`src/rtl/uninasoc_pkg.sv`:
```
// Shared SoC constants: GPIO input width, crossbar slave count, register offsets, FSM states.
package uninasoc_pkg;

  localparam int unsigned NUM_GPIO_IN        = 8;
  localparam int unsigned NUM_AXI_AXI_SLAVES = 1;

  localparam logic [3:0] GPIO_IN_DATA_OFF       = 4'h0;
  localparam logic [3:0] GPIO_IN_IRQ_EN_OFF     = 4'h4;
  localparam logic [3:0] GPIO_IN_EDGE_SEL_OFF   = 4'h8;
  localparam logic [3:0] GPIO_IN_IRQ_STATUS_OFF = 4'hC;

  typedef enum logic [0:0] {W_IDLE, W_RESP} w_state_e;
  typedef enum logic [0:0] {R_IDLE, R_DATA} r_state_e;

endpackage

```
`src/rtl/axilite_gpio_in_if.sv`:
```
// AXI4-Lite bus bundle for the GPIO input block.
interface axilite_gpio_in_if #(
  parameter int unsigned ADDR_WIDTH = 32
);
  logic                  awvalid, awready;
  logic [ADDR_WIDTH-1:0] awaddr;
  logic                  wvalid, wready;
  logic [31:0]           wdata;
  logic [3:0]            wstrb;
  logic                  bvalid, bready;
  logic [1:0]            bresp;
  logic                  arvalid, arready;
  logic [ADDR_WIDTH-1:0] araddr;
  logic                  rvalid, rready;
  logic [31:0]           rdata;
  logic [1:0]            rresp;

  modport master (
    output awvalid, awaddr, wvalid, wdata, wstrb, bready, arvalid, araddr, rready,
    input  awready, wready, bvalid, bresp, arready, rvalid, rdata, rresp
  );

  modport slave (
    input  awvalid, awaddr, wvalid, wdata, wstrb, bready, arvalid, araddr, rready,
    output awready, wready, bvalid, bresp, arready, rvalid, rdata, rresp
  );
endinterface

```
`src/rtl/gpio_in_sync.sv`:
```
// Two-flop synchronizer for asynchronous GPIO inputs.
module gpio_in_sync #(
  parameter int unsigned WIDTH = 8
) (
  input  logic             clock_i,
  input  logic             reset_i,
  input  logic [WIDTH-1:0] async_i,
  output logic [WIDTH-1:0] sync_o
);
  logic [WIDTH-1:0] meta_q, sync_q;

  always_ff @(posedge clock_i) begin
    if (reset_i) begin
      meta_q <= '0;
      sync_q <= '0;
    end else begin
      meta_q <= async_i;
      sync_q <= meta_q;
    end
  end

  assign sync_o = sync_q;
endmodule

```
`src/rtl/axilite_gpio_in.sv`:
```
// AXI4-Lite GPIO input peripheral: synchronized pin read-back and edge-triggered interrupts.
module axilite_gpio_in
  import uninasoc_pkg::*;
#(
  parameter int unsigned NUM_GPIO   = NUM_GPIO_IN,
  parameter int unsigned ADDR_WIDTH = 32
) (
  input  logic                clock_i,
  input  logic                reset_i,
  input  logic [NUM_GPIO-1:0] gpio_i,
  axilite_gpio_in_if.slave    s_axil,
  output logic                irq_o
);
  logic [NUM_GPIO-1:0] sampled, prev_q, edge_hit, clr_mask, wmask_g, wbits_g;
  logic [NUM_GPIO-1:0] irq_en_q, irq_en_d, edge_sel_q, edge_sel_d, status_q, status_d;
  logic [1:0]          prime_q;
  logic                primed, w_accept, r_accept;
  logic [31:0]         wmask, wbits, rd_mux, rdata_q;
  logic [3:0]          waddr, raddr;
  w_state_e            w_state_q, w_state_d;
  r_state_e            r_state_q, r_state_d;

  gpio_in_sync #(.WIDTH(NUM_GPIO)) u_sync (
    .clock_i (clock_i),
    .reset_i (reset_i),
    .async_i (gpio_i),
    .sync_o  (sampled)
  );

  assign waddr    = {s_axil.awaddr[3:2], 2'b00};
  assign raddr    = {s_axil.araddr[3:2], 2'b00};
  assign wmask    = {{8{s_axil.wstrb[3]}}, {8{s_axil.wstrb[2]}},
                     {8{s_axil.wstrb[1]}}, {8{s_axil.wstrb[0]}}};
  assign wbits    = s_axil.wdata & wmask;
  assign wmask_g  = wmask[NUM_GPIO-1:0];
  assign wbits_g  = wbits[NUM_GPIO-1:0];
  assign primed   = (prime_q == 2'd3);
  assign w_accept = (w_state_q == W_IDLE) && s_axil.awvalid && s_axil.wvalid && !reset_i;
  assign r_accept = (r_state_q == R_IDLE) && s_axil.arvalid && !reset_i;

  logic unused_bits;
  assign unused_bits = ^{s_axil.awaddr[ADDR_WIDTH-1:4], s_axil.awaddr[1:0],
                         s_axil.araddr[ADDR_WIDTH-1:4], s_axil.araddr[1:0], wbits, wmask};

  // Edge detection stays masked until the synchronizer has been flushed after reset.
  always_comb begin
    edge_hit = '0;
    if (primed) begin
      edge_hit = (sampled & ~prev_q & edge_sel_q) | (~sampled & prev_q & ~edge_sel_q);
    end
  end

  always_comb begin
    irq_en_d   = irq_en_q;
    edge_sel_d = edge_sel_q;
    clr_mask   = '0;
    if (w_accept) begin
      case (waddr)
        GPIO_IN_IRQ_EN_OFF:     irq_en_d   = (irq_en_q & ~wmask_g) | wbits_g;
        GPIO_IN_EDGE_SEL_OFF:   edge_sel_d = (edge_sel_q & ~wmask_g) | wbits_g;
        GPIO_IN_IRQ_STATUS_OFF: clr_mask   = wbits_g;
        default: ;
      endcase
    end
    // A fresh edge wins over a simultaneous clear.
    status_d = (status_q & ~clr_mask) | edge_hit;
  end

  always_comb begin
    w_state_d = w_state_q;
    case (w_state_q)
      W_IDLE:  if (w_accept) w_state_d = W_RESP;
      W_RESP:  if (s_axil.bready) w_state_d = W_IDLE;
      default: w_state_d = W_IDLE;
    endcase
  end

  always_comb begin
    r_state_d = r_state_q;
    rd_mux    = '0;
    case (raddr)
      GPIO_IN_DATA_OFF:       rd_mux[NUM_GPIO-1:0] = sampled;
      GPIO_IN_IRQ_EN_OFF:     rd_mux[NUM_GPIO-1:0] = irq_en_q;
      GPIO_IN_EDGE_SEL_OFF:   rd_mux[NUM_GPIO-1:0] = edge_sel_q;
      GPIO_IN_IRQ_STATUS_OFF: rd_mux[NUM_GPIO-1:0] = status_q;
      default: ;
    endcase
    case (r_state_q)
      R_IDLE:  if (r_accept) r_state_d = R_DATA;
      R_DATA:  if (s_axil.rready) r_state_d = R_IDLE;
      default: r_state_d = R_IDLE;
    endcase
  end

  always_ff @(posedge clock_i) begin
    if (reset_i) begin
      prev_q     <= '0;
      prime_q    <= '0;
      irq_en_q   <= '0;
      edge_sel_q <= '1;
      status_q   <= '0;
      rdata_q    <= '0;
      w_state_q  <= W_IDLE;
      r_state_q  <= R_IDLE;
    end else begin
      prev_q     <= sampled;
      if (!primed) prime_q <= prime_q + 2'd1;
      irq_en_q   <= irq_en_d;
      edge_sel_q <= edge_sel_d;
      status_q   <= status_d;
      if (r_accept) rdata_q <= rd_mux;
      w_state_q  <= w_state_d;
      r_state_q  <= r_state_d;
    end
  end

  assign s_axil.awready = w_accept;
  assign s_axil.wready  = w_accept;
  assign s_axil.bvalid  = (w_state_q == W_RESP);
  assign s_axil.bresp   = 2'b00;
  assign s_axil.arready = (r_state_q == R_IDLE) && !reset_i;
  assign s_axil.rvalid  = (r_state_q == R_DATA);
  assign s_axil.rdata   = rdata_q;
  assign s_axil.rresp   = 2'b00;

  assign irq_o = |(status_q & irq_en_q);
endmodule

```
`src/flat_wrapper.sv`:
```
// flat-port wrapper written by rule: the top's interface ports become plain ports
module axilite_gpio_in_flat import uninasoc_pkg::*;
#(
  parameter int unsigned NUM_GPIO   = NUM_GPIO_IN,
  parameter int unsigned ADDR_WIDTH = 32
)
  (clock_i, reset_i, gpio_i, irq_o, s_axil_awvalid, s_axil_awaddr, s_axil_wvalid, s_axil_wdata, s_axil_wstrb, s_axil_bready, s_axil_arvalid, s_axil_araddr, s_axil_rready, s_axil_awready, s_axil_wready, s_axil_bvalid, s_axil_bresp, s_axil_arready, s_axil_rvalid, s_axil_rdata, s_axil_rresp);
  axilite_gpio_in_if #(.ADDR_WIDTH(ADDR_WIDTH)) s_axil_i ();
  input  logic clock_i;
  input  logic reset_i;
  input  logic [NUM_GPIO-1:0] gpio_i;
  output logic irq_o;
  input wire logic [$bits(s_axil_i.awvalid)-1:0] s_axil_awvalid;
  input wire logic [$bits(s_axil_i.awaddr)-1:0] s_axil_awaddr;
  input wire logic [$bits(s_axil_i.wvalid)-1:0] s_axil_wvalid;
  input wire logic [$bits(s_axil_i.wdata)-1:0] s_axil_wdata;
  input wire logic [$bits(s_axil_i.wstrb)-1:0] s_axil_wstrb;
  input wire logic [$bits(s_axil_i.bready)-1:0] s_axil_bready;
  input wire logic [$bits(s_axil_i.arvalid)-1:0] s_axil_arvalid;
  input wire logic [$bits(s_axil_i.araddr)-1:0] s_axil_araddr;
  input wire logic [$bits(s_axil_i.rready)-1:0] s_axil_rready;
  output wire logic [$bits(s_axil_i.awready)-1:0] s_axil_awready;
  output wire logic [$bits(s_axil_i.wready)-1:0] s_axil_wready;
  output wire logic [$bits(s_axil_i.bvalid)-1:0] s_axil_bvalid;
  output wire logic [$bits(s_axil_i.bresp)-1:0] s_axil_bresp;
  output wire logic [$bits(s_axil_i.arready)-1:0] s_axil_arready;
  output wire logic [$bits(s_axil_i.rvalid)-1:0] s_axil_rvalid;
  output wire logic [$bits(s_axil_i.rdata)-1:0] s_axil_rdata;
  output wire logic [$bits(s_axil_i.rresp)-1:0] s_axil_rresp;
  assign s_axil_i.awvalid = s_axil_awvalid;
  assign s_axil_i.awaddr = s_axil_awaddr;
  assign s_axil_i.wvalid = s_axil_wvalid;
  assign s_axil_i.wdata = s_axil_wdata;
  assign s_axil_i.wstrb = s_axil_wstrb;
  assign s_axil_i.bready = s_axil_bready;
  assign s_axil_i.arvalid = s_axil_arvalid;
  assign s_axil_i.araddr = s_axil_araddr;
  assign s_axil_i.rready = s_axil_rready;
  assign s_axil_awready = s_axil_i.awready;
  assign s_axil_wready = s_axil_i.wready;
  assign s_axil_bvalid = s_axil_i.bvalid;
  assign s_axil_bresp = s_axil_i.bresp;
  assign s_axil_arready = s_axil_i.arready;
  assign s_axil_rvalid = s_axil_i.rvalid;
  assign s_axil_rdata = s_axil_i.rdata;
  assign s_axil_rresp = s_axil_i.rresp;
  axilite_gpio_in #(.NUM_GPIO(NUM_GPIO), .ADDR_WIDTH(ADDR_WIDTH)) u_core (.clock_i(clock_i), .reset_i(reset_i), .gpio_i(gpio_i), .s_axil(s_axil_i), .irq_o(irq_o));
endmodule
```
`config.mk`:
```
export PLATFORM = sky130hd
export DESIGN_NAME = axilite_gpio_in_flat
export DESIGN_NICKNAME = d
export VERILOG_FILES = /design/src/rtl/uninasoc_pkg.sv /design/src/rtl/axilite_gpio_in_if.sv /design/src/rtl/gpio_in_sync.sv /design/src/rtl/axilite_gpio_in.sv /design/src/flat_wrapper.sv
export SDC_FILE = /design/constraint.sdc
export NUM_CORES = 1
export LEC_CHECK = 0
export BUFFER_PORTS_ARGS = -buffer_cell sky130_fd_sc_hd__buf_2
export CAP_MARGIN = 10
export CORE_AREA = 3 3 83 85
export DETAILED_ROUTE_END_ITERATION = 10
export DIE_AREA = 0 0 86 88
export PLACE_DENSITY = 0.78
export SKIP_LAST_GASP = 1
export SYNTH_ARGS = -nofsm -noshare
export SYNTH_HDL_FRONTEND = slang
export SYNTH_HIERARCHICAL = 1
export SYNTH_SLANG_ARGS = --single-unit
```
`constraint.sdc`:
```
create_clock -name clock_i -period 1.85 [get_ports clock_i]
set_input_delay 0.37 -clock clock_i [delete_from_list [all_inputs] [get_ports clock_i]]
set_output_delay 0.37 -clock clock_i [all_outputs]
set_load 0.01 [all_outputs]
```
==> results of run 1 <==
==> logic make-up after synthesis <==
logic type,synth area share (%)
simple gates,23.24
flops,43.92
compound gates,11.44
buf+inv,11.34
mux,9.149
fa+ha+maj,0.4574
other cells,0.1371
xor+xnor,0.3203
==> metal layers <==
metal | routed length, microns | vias up | share of wire [%] | global-route usage, %
met2 | 2490 | 69 | 45 | 22.56
li1 | - | 1022 | - | -
met5 | 0 | - | 0 | 0
met1 | 2561 | 959 | 46 | 19.85
met3 | 428 | 10 | 7.7 | 5.738
met4 | 110 | 0 | 2.0 | 8.633
==> worst max-delay path, stage by stage, from the launching register on <==
cell	delay (ns)
dfxtp_1	0.32
nand4bb_4	0.34
clkinv_1	0.18
buf_2	0.16
==> synth_stat cells, drive strengths merged <==
master | number | share of area, %
nand2b | 1 | 0.23
nand3b | 10 | 2.7
nor3 | 1 | 0.59
nand2 | 1 | 0.14
or3b | 1 | 0.32
nand4 | 9 | 2.1
mux2i | 25 | 9.1
nor2 | 20 | 2.7
and2b | 6 | 1.9
o21ai | 25 | 4.6
clkinv | 1 | 0.14
conb | 1 | 0.14
buf | 34 | 9.6
and3b | 9 | 2.9
nor2b | 18 | 4.8
nand4bb | 1 | 1.0
ha | 1 | 0.46
xor2 | 1 | 0.32
a21oi | 16 | 2.9
clkbuf | 12 | 1.6
a211oi | 1 | 0.27
nand3 | 9 | 1.6
dfxtp | 60 | 44
a22oi | 4 | 1.1
nor3b | 8 | 2.2
o221ai | 8 | 2.6
==> how the worst max path moves through the flow <==
stage	start	endpoint	slack [ns]	depth (start not counted)
after floorplan	reset_i	s_axil_wready	0.32	5
after global placement	reset_i	s_axil_wready	0.23	4
after detailed placement	reset_i	s_axil_wready	0.24	4
after CTS	u_core/s_axil.bvalid$_SDFF_PP0_	s_axil_wready	0.13	3
after global routing	u_core/s_axil.bvalid$_SDFF_PP0_	s_axil_wready	0.1	3
final	u_core/s_axil.bvalid$_SDFF_PP0_	s_axil_wready	0.15	3
==> cell type report <==
| class | instances | area (sq um) | area share, % |
|---|---|---|---|
| clock buffer | 13 | 158.9 | 5.205 |
| clock inverter | 2 | 10.01 | 0.3279 |
| inverter | 1 | 3.754 | 0.1230 |
| multi-input combinational | 203 | 1325 | 43.40 |
| sequential | 60 | 1201 | 39.34 |
| tap | 77 | 96.34 | 3.156 |
| timing repair buffer | 48 | 257.7 | 8.443 |
==> report_power, final <==
| group | switching (mW) | internal, mW |
|---|---|---|
| combinational | 0.156 | 0.110 |
| clock | 0.483 | 0.548 |
| sequential | 0.0290 | 1.34 |
| total | 0.668 | 2.00 |
==> metrics by stage <==
stage,instance area [sq um],setup WS (ns),hold slack [ns],power (mW),utilization (%)
after floorplan,2836,0.3203,0.4148,1.623,-
after global placement,2884,0.2274,0.4160,1.654,45.94
after detailed placement,2884,0.2352,0.4251,1.666,45.94
after CTS,3053,0.1291,0.1938,2.706,48.63
after global routing,3053,0.09549,0.2020,2.797,48.63
final,3053,0.1496,0.2111,2.669,48.63
==> impl_metrics.ini, run 1 <==
[clock_network]
postCtsSetupBuffers = 0
clockRootBuffer = clkbuf_8
cts.sinks = 60
clk_path_buf_depth = 2
cts_made_buffers = 9
clkTransAtPathRegs_ns = 0.06
clk_latency_ns = 0.34
hold_buffers = 0
cts_resized = 0
cts_max_level = 3
cts_tree = built

[layout]
nFillCells = 600
area_growth_pct = 11.62
final_cell_mix = 60 x dfxtp_1, 41 x buf_2, 28 x conb_1, 25 x mux2i_1, 25 x o21ai_0
drive_above_1_share_pct = 23.55
final_cells = 404
layout_commonest_cell = dfxtp_1
nets = 439
num_antenna_cells = 0

[worst_hold_path]
hp-start = s_axil_rready
min_to = u_core/s_axil.rvalid$_SDFF_PP0_
hp-class = input pin to register
holdPathStages = 2

[synthesis]
ys_types = 29
syn-cell-area_sq_um = 2735
yosysWarnings = 6
netlist_instances = 283
yosysSeqAreaShare_pct = 43.92
avgSynthCellArea_sq_um = 9.665
ys_ff_latch = 60

[global_routing]
antenna_found_initial = 0
grt_pass1_vias = 1851
grt_pass1_wl_mm = 8.914
grt_use_total_pct = 15.51
overflow = 0
grt_max_degree = 35

[pwr]
powerDensity_nw_per_um2 = 874.1
ir_worst_vdd_mv = 0.6302
p_leak_nw = 1.271

[route]
wl_per_cell_microns = 13.84
dr_total_vias = 2060
routed_wl_mm = 5.591
dr.pass1.iters = 5
ant_nets = 0
drc = 0
avgViaCountPerCell = 5.099
drt_iter0_markers = 125

[timing]
fin_crit_sh_pct = 91.91
rsz0062_at_grt = no
tns_ns = 0
skew_ns = 0.003431
min_period_ns = 1.700
finalSetupViolCount = 0
fmax_mhz = 588.1
finalHoldViolations = 0
maxSlewViolCount = 0

[flow_run]
cap_viol_max_count = 0

[placed_design]
dpl.hpwl_mm = 4.054
gpl.final_weighted_congestion = 0.8548
dp.cells = 389
portBuffers = 41

[floorplan]
boundaryPins = 157
die-width_microns = 86
die_area_sq_um = 7568
die_h_microns = 88
start_util_pct = 43.57
rows = 29
core-area_sq_um = 6277

[outcome]
status = complete, no violations

[critical_path]
cp-start-kind = register
end_kind = output pin
reg2reg_from = u_core/s_axil.bvalid$_SDFF_PP0_
required_ns = 1.48
r2r_cells = 4
worstSetupPathType = register to output pin
crit_arrival_ns = 1.33
regToRegSetupSlack_ns = 0.47
r2r_end = u_core/status_q[1]$_SDFF_PP0_
worst-path-max-fanout = 11
Power figures use the tool's default switching activity.
==> inputs of run 2 (changes only) <==
CORE_AREA = 3 3 87 89   (was 3 3 83 85)
DIE_AREA = 0 0 90 92   (was 0 0 86 88)
MAX_ROUTING_LAYER = met4   (was default)
PLACE_DENSITY = 0.75   (was 0.78)
clock period = 1.47 ns   (was 1.85 ns; I/O delays follow)
==> run 2 against run 1 <==
Clock skew grew 0.0045 ns; cell count increased by 4.7%; global-route usage fell by 1.1 points; critical path type unchanged; critical endpoint is now irq_o; largest cell class unchanged; largest power group unchanged.
==> impl_metrics.ini, run 2 (same netlist as run 1, synthesis figures left out) <==
[layout]
area_growth_pct = 14.27
final_cells = 423
final_cell_mix = 58 x dfxtp_1, 41 x buf_2, 28 x conb_1, 25 x mux2i_1, 25 x o21ai_0
drive_above_1_share_pct = 25.77
layout_commonest_cell = dfxtp_1
nets = 438

[global_routing]
grt_use_total_pct = 14.44
top_usage_layer = met2
grt_pass1_vias = 1888
grt_pass1_wl_mm = 9.232
use_met1_pct = 17.07
grt_max_degree = 67
overflow = 0
antenna_found_initial = 1
met2_usage_pct = 22.22
grtUsageMet3_pct = 5.332

[critical_path]
regToRegSetupSlack_ns = 0.12
r2r_cells = 5
end_kind = output pin
reg2reg_from = u_core/s_axil.bvalid$_SDFF_PP0_
worstPathCellList = a22oi_2 -> nand4_1 -> buf_2
worst-path-max-fanout = 3
slowest_delay_ns = 0.32
critical-path-slowest-cell = dfxtp_1
cp-start-kind = register
crit_arrival_ns = 1.13
required_ns = 1.18
worstSetupPathType = register to output pin

[clock_network]
cts.sinks = 60
clk_latency_ns = 0.33
clk_path_buf_depth = 2
cts_made_buffers = 9
cts_max_level = 3
clkTransAtPathRegs_ns = 0.06
hold_buffers = 0
cts_tree = built
clockRootBuffer = clkbuf_8

[route]
ant_nets = 0
dr.pass1.iters = 4
wl_per_cell_microns = 13.08
routed_wl_mm = 5.532
avgViaCountPerCell = 4.813
drt_iter0_markers = 207
dr_total_vias = 2036
drc = 0

[floorplan]
die_area_sq_um = 8280
core-area_sq_um = 6832
start_util_pct = 40.04
rows = 30
boundaryPins = 157
die_h_microns = 92
die-width_microns = 90

[placed_design]
gpl.final_weighted_congestion = 0.7625
place_ws_ns = 0.06020
portBuffers = 41
dp.cells = 406
dpl.hpwl_mm = 3.947

[timing]
finalHoldViolations = 0
rsz0062_at_grt = yes
tns_ns = 0
skew_ns = 0.007883
finalSetupViolCount = 0
fin_crit_sh_pct = 96.91
maxSlewViolCount = 0
fmax_mhz = 702.0
min_period_ns = 1.425
timing.final.ws_setup_ns = 0.04546

[worst_hold_path]
holdPathStages = 2
hp-class = input pin to register
min_to = u_core/s_axil.rvalid$_SDFF_PP0_
hp-start = s_axil_rready

[pwr]
ir_worst_vdd_mv = 0.5619
powerDensity_nw_per_um2 = 1102
p_leak_nw = 1.285
finalPower_mw = 3.443

[outcome]
status = complete, no violations

[flow_run]
cap_viol_max_count = 0
run 2: metal layers:
| layer | share of wire [%] | routed length [microns] | vias up |
|---|---|---|---|
| li1 | - | - | 1020 |
| met1 | 44 | 2422 | 929 |
| met2 | 46 | 2534 | 79 |
| met3 | 8.5 | 472 | 8 |
| met4 | 1.9 | 103 | 0 |
| met5 | 0 | 0 | - |
run 2: report_power, final:
group / leakage (nW) / internal, mW / switching [mW]
Sequential: 0.491 / 1.69 / 0.0381
Combinational: 0.696 / 0.141 / 0.197
Clock: 0.0986 / 0.785 / 0.592
run 2: timing repair:
| action | 4_1_cts | 5_1_grt |
|---|---|---|
| endpoints found under the setup margin | 3 | 3 |
| setup buffers | 1 | 0 |
| resized for setup | 2 | 5 |
| pin swaps | 3 | 2 |
run 2: how the worst max path moves through the flow:
stage | to | slack [ns] | depth (start not counted)
finish | irq_o | 0.05 | 3
global route | irq_o | -0.02 | 3
CTS | irq_o | 0.001 | 3
detailed placement | register | 0.06 | 5
global placement | u_core/s_axil.rdata[4]$_SDFFE_PP0P_ | 0.08 | 4
floorplan | s_axil_wready | 0.06 | 4
run 2: through the flow:
step	hold WS (ns)	area, sq um	utilization (%)
6_report	0.1501	3126	45.75
5_1_grt	0.1362	3126	45.75
4_1_cts	0.1268	3110	45.53
3_5_place_dp	0.4232	2905	42.53
3_3_place_gp	0.4222	2905	42.53
2_1_floorplan	0.3941	2836	-
run 2: layout make-up:
| cell class | count | area (sq um) |
|---|---|---|
| Multi-Input combinational cell | 203 | 1345 |
| Fill cell | 682 | 3706 |
| Timing Repair Buffer | 47 | 262.8 |
| Inverter | 1 | 3.754 |
| Clock buffer | 14 | 182.7 |
| Tap cell | 96 | 120.1 |
| Sequential cell | 60 | 1204 |
| Clock inverter | 1 | 5.005 |
| Antenna cell | 1 | 2.502 |
run 2: critical path, delay by kind of cell (launching register included):
kind / cells / cell delay, ns
AO/OA/AOI/OAI: 1 / 0.19
buffers and inverters: 1 / 0.16
flip-flops: 1 / 0.32
AND/OR/NAND/NOR: 1 / 0.13
==> inputs of run 3 (changes only) <==
SETUP_SLACK_MARGIN = 0.05   (was default)
==> run 3 against run 2 <==
Total power increased by 0.24%; combinational power rose by 3%; fmax about the same; via count rose by 0.74%; global-route usage grew 0.090 points; register-to-register slack barely moved; clock power about the same; largest cell class unchanged.
==> impl_metrics.ini, run 3 (same netlist as run 1, synthesis figures left out) <==
[global_routing]
grt_pass1_vias = 1911
antenna_found_initial = 1
overflow = 0
grt_pass1_wl_mm = 9.280
grt_max_degree = 67
grt_use_total_pct = 14.53

[clock_network]
cts_max_level = 3
clkTransAtPathRegs_ns = 0.06
hold_buffers = 0
clk_path_buf_depth = 2
clk_latency_ns = 0.33
clockRootBuffer = clkbuf_8
cts.sinks = 60
cts_made_buffers = 9
cts_tree = built

[critical_path]
worstSetupPathType = register to output pin
worst-path-max-fanout = 2
slowest_delay_ns = 0.32
required_ns = 1.18
cp-start-kind = register
regToRegSetupSlack_ns = 0.13
end_kind = output pin
r2r_cells = 5
reg2reg_from = u_core/s_axil.bvalid$_SDFF_PP0_
crit_arrival_ns = 1.13
worstPathCellList = a22oi_2 -> nand4_1 -> buf_2
critical_path_buf_inv_count = 1
path_delay_family = flip-flops
critical-path-slowest-cell = dfxtp_2

[pwr]
p_sw_share_pct = 24.01
ir_worst_vdd_mv = 0.5610
combPwrFrac_pct = 10.1
p_leak_nw = 1.319
p_seq_share_pct = 50.0
powerDensity_nw_per_um2 = 1082
clkPwrFrac_pct = 39.8
p_sw_mw = 0.8286
internal_power_mw = 2.623

[layout]
nFillCells = 679
layout_commonest_cell = dfxtp_1
final_cell_mix = 54 x dfxtp_1, 39 x buf_2, 28 x conb_1, 25 x mux2i_1, 24 x o21ai_0
area_growth_pct = 16.65
drive_above_1_share_pct = 28.10
nets = 443

[floorplan]
die_h_microns = 92
die-width_microns = 90
rows = 30
boundaryPins = 157
start_util_pct = 40.04
core-area_sq_um = 6832
die_area_sq_um = 8280

[route]
avgViaCountPerCell = 4.792
ant_nets = 0
wl_per_cell_microns = 13.13
drc = 0
drt_iter0_markers = 224
routed_wl_mm = 5.619
dr_total_vias = 2051
dr.pass1.iters = 4

[placed_design]
portBuffers = 41
gpl.final_weighted_congestion = 0.7625
dpl.hpwl_mm = 3.947

[worst_hold_path]
holdPathStages = 2
hp-start = s_axil_rready
hp-class = input pin to register
min_to = u_core/s_axil.rvalid$_SDFF_PP0_

[timing]
min_period_ns = 1.425
finalSetupViolCount = 0
whs_ns = 0.1511
rsz0062_at_grt = yes
maxSlewViolCount = 0
fmax_mhz = 701.9
tns_ns = 0
skew_ns = 0.008137
fin_crit_sh_pct = 96.93
finalHoldViolations = 0

[flow_run]
cap_viol_max_count = 0

[outcome]
status = complete, no violations
==> run 3: how the worst max path moves through the flow <==
stage	end	depth (start not counted)
global route	irq_o	3
detailed placement	register	5
floorplan	s_axil_wready	4
finish	irq_o	3
global placement	u_core/s_axil.rdata[4]$_SDFFE_PP0P_	4
CTS	irq_o	3
==> run 3: power groups by stage <==
| stage | Combinational, mW | Clock (mW) | Sequential (mW) |
|---|---|---|---|
| global route | 0.385 | 1.50 | 1.74 |
| floorplan | 0.283 | 0 | 1.76 |
| CTS | 0.342 | 1.42 | 1.73 |
| finish | 0.349 | 1.38 | 1.73 |
| global placement | 0.325 | 0 | 1.76 |
| detailed placement | 0.334 | 0 | 1.76 |
==> run 3: final cells by class <==
type / count / area [sq um] / area share, %
multi-input cells: 203 / 1345 / 42.16
flip-flops and latches: 60 / 1209 / 37.88
repair buffers: 52 / 320.3 / 10.04
clock buffers: 14 / 182.7 / 5.725
well taps: 96 / 120.1 / 3.765
inverters: 1 / 6.256 / 0.1961
clock inverters: 1 / 5.005 / 0.1569
diodes: 1 / 2.502 / 0.07843
==> run 3: metrics by stage <==
stage                     util, %  power [mW]  cells  setup WS, ns  area (sq um)
after global placement      42.53       2.083    406       0.07837          2905
final                       46.70       3.452    428       0.04520          3191
after CTS                   46.03       3.488    425       0.03138          3144
after detailed placement    42.53       2.095    406       0.06020          2905
after global routing        46.70       3.616    428      -0.02042          3191
after floorplan                 -       2.042    310       0.06476          2836
==> run 3: worst reg2reg max path: stages (launching register included) <==
cell and delay [ns]:
dfxtp_2 0.32, nand4bb_4 0.25, buf_6 0.17, nor3_4 0.18, buf_4 0.16, mux2i_1 0.19
==> run 3: repair_timing <==
action	4_1_cts	5_1_grt
gates cloned	0	0
gates resized for setup	8	9
pin swaps	5	2
endpoints found under the setup margin	3	6
setup buffers	4	2
==> run 3: per-layer routing <==
metal | track usage [%] | routed length [microns] | vias to the layer above
met5 | - | 0 | -
met4 | 6.122 | 80 | 0
met3 | 5.332 | 438 | 6
met2 | 22.65 | 2587 | 71
met1 | 16.96 | 2513 | 942
li1 | - | - | 1032
